$ cat config.mk
export PLATFORM = sky130hd
export DESIGN_NAME = core_pipe_reg_hs
export DESIGN_NICKNAME = d
export VERILOG_FILES = /design/src/rtl/core_pipe_reg_hs.sv
export SDC_FILE = /design/constraint.sdc
export NUM_CORES = 1
export LEC_CHECK = 0
export BUFFER_PORTS_ARGS = -buffer_cell sky130_fd_sc_hd__buf_2
export CORE_MARGIN = 1.5
export CORE_UTILIZATION = 58
export DETAILED_ROUTE_END_ITERATION = 12
export GPL_TIMING_DRIVEN = 1
export MAX_ROUTING_LAYER = met4
export PLACE_DENSITY = 0.85
export SYNTH_ARGS = -nofsm -noshare
export SYNTH_HDL_FRONTEND = slang
export SYNTH_SLANG_ARGS = --single-unit
$ cat constraint.sdc
create_clock -name clk -period 4.2 [get_ports clk]
set_clock_uncertainty 0.05 [all_clocks]
set_input_delay 0.63 -clock clk [delete_from_list [all_inputs] [get_ports clk]]
set_output_delay 0.63 -clock clk [all_outputs]
set_load 0.1 [all_outputs]
$ cat src/rtl/core_pipe_reg_hs.sv
// Pipeline-boundary register between two core stages.
// Carries pc/instr/snpc with a valid/ready handshake, a synchronous flush
// that injects a NOP bubble, an optional skid entry for full throughput with
// a registered in_ready, and a saturating bubble-cycle counter.
module core_pipe_reg_hs #(
  parameter int unsigned                PC_W      = 64,
  parameter int unsigned                INSTR_W   = 32,
  parameter logic [INSTR_W-1:0]         NOP_INSTR = INSTR_W'(32'h00000013),
  parameter bit                         SKID      = 1'b1,
  parameter int unsigned                CNT_W     = 32
) (
  input  logic               clk,
  input  logic               rst,
  input  logic               in_valid,
  output logic               in_ready,
  input  logic [PC_W-1:0]    pc_i,
  input  logic [INSTR_W-1:0] instr_i,
  input  logic [PC_W-1:0]    snpc_i,
  output logic               out_valid,
  input  logic               out_ready,
  output logic [PC_W-1:0]    pc_o,
  output logic [INSTR_W-1:0] instr_o,
  output logic [PC_W-1:0]    snpc_o,
  input  logic               flush,
  output logic [CNT_W-1:0]   bubble_cnt_o
);

  logic               accept;
  logic               retire;

  logic               main_valid_q, main_valid_d;
  logic               main_we;
  logic [PC_W-1:0]    main_pc_q, main_pc_d;
  logic [INSTR_W-1:0] main_instr_q, main_instr_d;
  logic [PC_W-1:0]    main_snpc_q, main_snpc_d;

  // Skid view seen by the main-entry logic; constant empty when SKID=0.
  logic               skid_valid;
  logic [PC_W-1:0]    skid_pc;
  logic [INSTR_W-1:0] skid_instr;
  logic [PC_W-1:0]    skid_snpc;

  logic [CNT_W-1:0]   bubble_cnt_q, bubble_cnt_d;

  assign accept = in_valid & in_ready;
  assign retire = main_valid_q & out_ready;

  // Main entry next-state: flush wins, then refill from skid, then from input,
  // otherwise an emptying main reloads bubble values.
  always_comb begin
    main_we      = 1'b0;
    main_valid_d = main_valid_q;
    main_pc_d    = main_pc_q;
    main_instr_d = main_instr_q;
    main_snpc_d  = main_snpc_q;
    if (flush) begin
      main_we      = 1'b1;
      main_valid_d = 1'b0;
      main_pc_d    = '0;
      main_instr_d = NOP_INSTR;
      main_snpc_d  = '0;
    end else if (!main_valid_q || retire) begin
      if (skid_valid) begin
        main_we      = 1'b1;
        main_valid_d = 1'b1;
        main_pc_d    = skid_pc;
        main_instr_d = skid_instr;
        main_snpc_d  = skid_snpc;
      end else if (accept) begin
        main_we      = 1'b1;
        main_valid_d = 1'b1;
        main_pc_d    = pc_i;
        main_instr_d = instr_i;
        main_snpc_d  = snpc_i;
      end else if (main_valid_q) begin
        main_we      = 1'b1;
        main_valid_d = 1'b0;
        main_pc_d    = '0;
        main_instr_d = NOP_INSTR;
        main_snpc_d  = '0;
      end
    end
  end

  // Main entry registers; payload only written when something moves.
  always_ff @(posedge clk) begin
    if (rst) begin
      main_valid_q <= 1'b0;
      main_pc_q    <= '0;
      main_instr_q <= NOP_INSTR;
      main_snpc_q  <= '0;
    end else begin
      main_valid_q <= main_valid_d;
      if (main_we) begin
        main_pc_q    <= main_pc_d;
        main_instr_q <= main_instr_d;
        main_snpc_q  <= main_snpc_d;
      end
    end
  end

  generate
    if (SKID) begin : g_skid
      logic               skid_valid_q, skid_valid_d;
      logic               skid_we;
      logic [PC_W-1:0]    skid_pc_q, skid_pc_d;
      logic [INSTR_W-1:0] skid_instr_q, skid_instr_d;
      logic [PC_W-1:0]    skid_snpc_q, skid_snpc_d;

      // Skid entry next-state: capture a beat that main cannot take this
      // cycle, drain into main on retire.
      always_comb begin
        skid_we      = 1'b0;
        skid_valid_d = skid_valid_q;
        skid_pc_d    = skid_pc_q;
        skid_instr_d = skid_instr_q;
        skid_snpc_d  = skid_snpc_q;
        if (flush) begin
          skid_valid_d = 1'b0;
        end else if (accept && main_valid_q && !retire) begin
          skid_we      = 1'b1;
          skid_valid_d = 1'b1;
          skid_pc_d    = pc_i;
          skid_instr_d = instr_i;
          skid_snpc_d  = snpc_i;
        end else if (skid_valid_q && retire) begin
          if (accept) begin
            skid_we      = 1'b1;
            skid_valid_d = 1'b1;
            skid_pc_d    = pc_i;
            skid_instr_d = instr_i;
            skid_snpc_d  = snpc_i;
          end else begin
            skid_valid_d = 1'b0;
          end
        end
      end

      // Skid entry registers.
      always_ff @(posedge clk) begin
        if (rst) begin
          skid_valid_q <= 1'b0;
          skid_pc_q    <= '0;
          skid_instr_q <= NOP_INSTR;
          skid_snpc_q  <= '0;
        end else begin
          skid_valid_q <= skid_valid_d;
          if (skid_we) begin
            skid_pc_q    <= skid_pc_d;
            skid_instr_q <= skid_instr_d;
            skid_snpc_q  <= skid_snpc_d;
          end
        end
      end

      assign skid_valid = skid_valid_q;
      assign skid_pc    = skid_pc_q;
      assign skid_instr = skid_instr_q;
      assign skid_snpc  = skid_snpc_q;
      // Driven purely from a flop, so no input-to-in_ready path.
      assign in_ready   = ~skid_valid_q;
    end else begin : g_noskid
      assign skid_valid = 1'b0;
      assign skid_pc    = '0;
      assign skid_instr = NOP_INSTR;
      assign skid_snpc  = '0;
      assign in_ready   = ~main_valid_q | out_ready;
    end
  endgenerate

  // Bubble counter next-state: saturating increment on empty-output cycles.
  always_comb begin
    bubble_cnt_d = bubble_cnt_q;
    if (!main_valid_q && (bubble_cnt_q != '1)) begin
      bubble_cnt_d = bubble_cnt_q + CNT_W'(1);
    end
  end

  // Bubble counter register; flush does not touch it.
  always_ff @(posedge clk) begin
    if (rst) begin
      bubble_cnt_q <= '0;
    end else begin
      bubble_cnt_q <= bubble_cnt_d;
    end
  end

  assign out_valid    = main_valid_q;
  assign pc_o         = main_pc_q;
  assign instr_o      = main_instr_q;
  assign snpc_o       = main_snpc_q;
  assign bubble_cnt_o = bubble_cnt_q;

endmodule

Yosys cells after proc, flatten, opt, wreduce, memory -nomap -nowiden. Index checks and enable logic that the tools add are counted.

Reductions and logical operators: 14. Bitwise operators: 4. Add/subtract/negate cells: 1. Equality and inequality tests: 1. Mux-type cells: 35.

Operators by type and width (count): $mux W64 (15); $mux W32 (8); $add A32 B1 Y32 const B (1); $ne A32 B32 Y1 const B (1); $mux W1 (12); $reduce_bool A2 Y1 (3); $logic_and A1 B1 Y1 (4); $reduce_and A4 Y1 (1); $reduce_bool A4 Y1 (1); $reduce_and A3 Y1 (1); $and A1 B1 Y1 (2); $logic_not A1 Y1 (2); $not A1 Y1 (2); $reduce_or A2 Y1 (1); $logic_or A1 B1 Y1 (1).

Output and inout bits: 194. Register bits: 354.

Logic depth before layout (Yosys ltp).
Depth in word-level cells: 7. Mapped depth: 8. Depth with buffers taken out: 6.

Worst setup path after synthesis. Ideal clock, no wire load.

Kind: reg2reg. From: reg bubble_cnt_q[2], in the netlist bubble_cnt_o[2]. To: reg bubble_cnt_q[21], in the netlist bubble_cnt_o[21]. Arrival time: 2.970 ns. Path slack: 1.059 ns. Required time: 4.029 ns. Stages on the path, launching flop included: 8. Clock period less this slack: 3.141 ns. Cells stage by stage: dfxtp_1 > nand3_1 > or4_4 > or2_0 > clkbuf_2 > buf_6 > nor4_2 > mux2_2.

Longest elaborated chain between the ends: 2. Elaborated cells between the ends (all ways): 3. Those cells by class: add/sub (1); eq/ne (1); reduce/logical (1).

Ends and longest elaborated chain: start: declaration (line 43) `logic [CNT_W-1:0] bubble_cnt_q, bubble_cnt_d;`; start signal: assignment (line 184) `bubble_cnt_q <= bubble_cnt_d;`; branches (longest 2 deep; another with $add A32 B1 Y32).

Several ways; the timed one is not identified. A chain may end at the register's enable or synchronous reset.

Worst setup path in the final report.
From: reg g_skid.skid_valid_q. To: out in_ready.

Longest elaborated chain between the ends: 1.

Ends and longest elaborated chain: start: declaration (line 104) `logic skid_valid_q, skid_valid_d;`; start signal: assignment (line 147) `skid_valid_q <= skid_valid_d;`; $not A1 Y1 (line 161) `assign in_ready = ~skid_valid_q;`; end: declaration (line 15) `output logic in_ready,`.

No other way between the ends.

==> metrics.md <==
| Metric | Value |
|---|---|
| Largest net degree at the start of global routing | `approximately 190` |
| Die Y | `163 µm` |
| Crit. End Element | `output port` |
| Post-CTS Repair Setup Buffers | `0` |
| Outcome | `completed` |
| Worst VDD drop | `363 µV` |
| Leak | `0.00675 µW` |
| Net switching power | `~2000 µW` |
| Fin crit share | `68.1%` |
| # resized after CTS | `0` |
| Worst-path maximum fanout | `66` |
| Drt pass-1 iters | `5` |
| TNS Setup | `0 ns` |
| Post-synthesis async set-or-reset flop share | `0%` |
| Tot GR Track Use | `between 30% and 40%` |
| Flop pwr share | `45.7%` |
| Area occupied by multi-input gates | `7120 µm²` |
| Setup-failing EPs final | `0` |
| Share of cells above drive strength 1 | `between 10% and 20%` |
| CTS tree | `yes` |
| WL/cell | `16.6 µm` |
| Metal2 WL | `20.2 mm` |
| Least-Margin Pin Slew | `1.21 ns` |
| Top sig layer | `met4` |
| Pwr Density | `424 nW/µm²` |
| Residual DRC count | `0` |
| First-pass GRT wire length | `67.2 mm` |
| Switching share of power | `26.9%` |
| Die X | `163 µm` |
| Synth Register Bits | `approximately 350` |
| IO Count | `359` |
| Internal power | `5550 µW` |
| Area grow syn2layout | `19.7%` |
| FF+latch area | `7090 µm²` |
| Critical Path AT | `2.18 ns` |
| M1 WL | `17.1 mm` |
| Synth cell types | `between 40 and 50` |
| Vias in the first global route | `about 13000` |
| Routed Antenna Nets | `0` |
| Netlist Area Pre-Place | `14900 µm²` |
| CTS sink cnt | `354` |
| Pins Over Slew Limit | `0` |
| Register area share after synthesis | `a little under half` |
| Gr ovfl total | `0` |
| Tmin final | `roughly 2.9 ns` |
| Core Area | `25300 µm²` |
| Dpl ws | `1.08 ns` |
| Max_slew headroom | `19.4%` |
| Worst path slowest cell | `dfxtp_4` |
| I/O Buffers | `358` |
| Via Count | `about 15000` |
| Clock Latency Late Sink | `0.51 ns` |
| Worst EP required | `~3.5 ns` |
| CP Cell Sequence | `inv_4 > buf_2` |
| Detailed-routed wire length on met3 | `approximately 3.6 mm` |
| CTS root buffer | `clkbuf_16` |
| Combinational Power Share | `about an eighth` |
| Ys Warns | `0` |
| Initial core utilization | `between 50 and 60%` |
| Setup WS post-layout | `around 1.3 ns` |
| Cts bufs inserted | `37` |
| Syn_nets | `~2200` |
| Initial antenna violation count | `6` |
| Syn_area_per_cell | `roughly 7.5 µm²` |
| Hold Buf Count CTS | `0` |
| Fin Hold WS | `0.316 ns` |
| Clock Path Buffers | `3` |
| Final #Nets | `2389` |
| Drt total wl | `43.0 mm` |
| Clock power share | `a little over two fifths` |
| Min-delay worst type | `primary input to flop` |
| Total of max-cap violations | `0` |
| Worst-path clk slew | `0.06 ns` |
| Filler cell count in the final layout | `just over 2000` |
| CTS H-tree lvls | `2` |
| RSZ-0062 raised after global routing | `no` |
| Gpl congestion | `0.907` |
| EDFF count, synth | `0` |
| Critical path class | `flop to output port` |
| Num rows | `58` |
| Die ar. | `26700 µm²` |
| Max stage delay on crit path | `0.83 ns` |
| Gate Count Post-Synth | `1994` |
| Initial drt markers | `1721` |
| Max Freq | `350 MHz` |
| HPWL Detailed | `26.1 mm` |
| Fin. Hold Viols | `0` |
| Crit start category | `flop` |
| Synth Flop Type | `dfxtp_1` |
| Vias/cell | `approximately 5.9` |
[registers in the layout, summed over array words and instances (netlist names)]
register,count
g_skid.skid_pc_q,64
g_skid.skid_snpc_q,64
pc_o,64
snpc_o,64
bubble_cnt_o,32
g_skid.skid_instr_q,32
instr_o,32
g_skid.skid_valid_q,1
out_valid,1
[area by class of cell]
class	instances	share of cell area [%]
antenna	8	0.112
clock buffer	59	6.20
clock inverter	4	0.392
inverter	7	0.161
multi-input combinational	1449	39.8
sequential	354	39.7
tap	330	2.31
timing repair buffer	374	11.3
[power by group through the flow]
stage | sequential (µW) | clock [µW] | combinational [µW]
4_1_cts | 3460 | 3220 | 919
5_1_grt | 3470 | 3390 | 979
3_5_place_dp | 3540 | 0 | 915
2_1_floorplan | 3890 | 0 | 321
3_3_place_gp | 3540 | 0 | 907
6_report | 3460 | 3190 | 925
[final timing paths]
check / start / end / slack (ns) / cells after the start
setup / recovery: g_skid.skid_valid_q / in_ready / 1.34 / 2
hold reg to reg: g_skid.skid_pc_q[21] / g_skid.skid_pc_q[21] / 0.40 / 2
setup reg to reg: g_skid.skid_valid_q / g_skid.skid_snpc_q[22] / 1.38 / 4
hold / removal: snpc_i[5] / g_skid.skid_snpc_q[5] / 0.32 / 3
[synthesized netlist by cell type, drive strengths merged, types with 8 or more instances]
cell type	instances	area (µm²)
nor3	10	50.1
clkbuf	177	676
o31ai	11	82.6
nor4	9	68.8
dfxtp	354	7090
nand4	14	87.6
nand2	491	1840
xnor2	8	70.1
nor2	181	679
nand3	165	826
a21oi	332	1660
a211oi	161	1210
or4	12	96.3
[routing by layer]
layer | GRT usage, % | vias up
met5 | - | -
met4 | 15.8 | 0
met3 | 5.21 | 142
li1 | - | 7322
met2 | 49.4 | 762
met1 | 39.6 | 7089
[critical path, delay by kind of cell (launching register included)]
family | cells | cell delay, ns
buf+inv | 2 | 0.82
flops | 1 | 0.83
[metrics by stage]
step	instance area, µm²	utilization, %	total power (µW)	cells
after floorplan	14900	-	4210	1994
final	17900	70.8	7580	2585
after detailed placement	16700	66.0	4450	2514
after global routing	17900	70.7	7840	2583
after global placement	16700	66.0	4440	2514
after CTS	17800	70.7	7610	2577
[cells by family after synthesis]
family / Yosys count / share of synthesized area [%]
and+or+nand+nor: 912 / 25.9
AOI/OAI and AO/OA: 521 / 20.6
DFF: 354 / 47.5
buffers and inverters: 191 / 5.01
xor gates and xnor gates: 10 / 0.587
muxes: 5 / 0.377
adders and majority gates: 1 / 0.0838
[cell usage in the layout (no fill, tap or decap), types with 6 or more instances in the layout]
| cell | count |
|---|---|
| inv_1 | 6 |
| clkbuf_8 | 10 |
| a211oi_1 | 161 |
| dfxtp_1 | 353 |
| nor4_1 | 6 |
| buf_2 | 355 |
| nand2_1 | 491 |
| clkbuf_1 | 12 |
| nor2b_1 | 7 |
| buf_4 | 10 |
| buf_12 | 7 |
| nand3_1 | 165 |
| o31ai_1 | 11 |
| nor2_1 | 181 |
| clkbuf_16 | 37 |
| diode_2 | 8 |
| nor3_1 | 10 |
| or4_1 | 8 |
| a21oi_1 | 331 |
| o21ai_0 | 6 |
| xnor2_1 | 8 |
| nand4_1 | 14 |
Power figures use the tool's default switching activity.
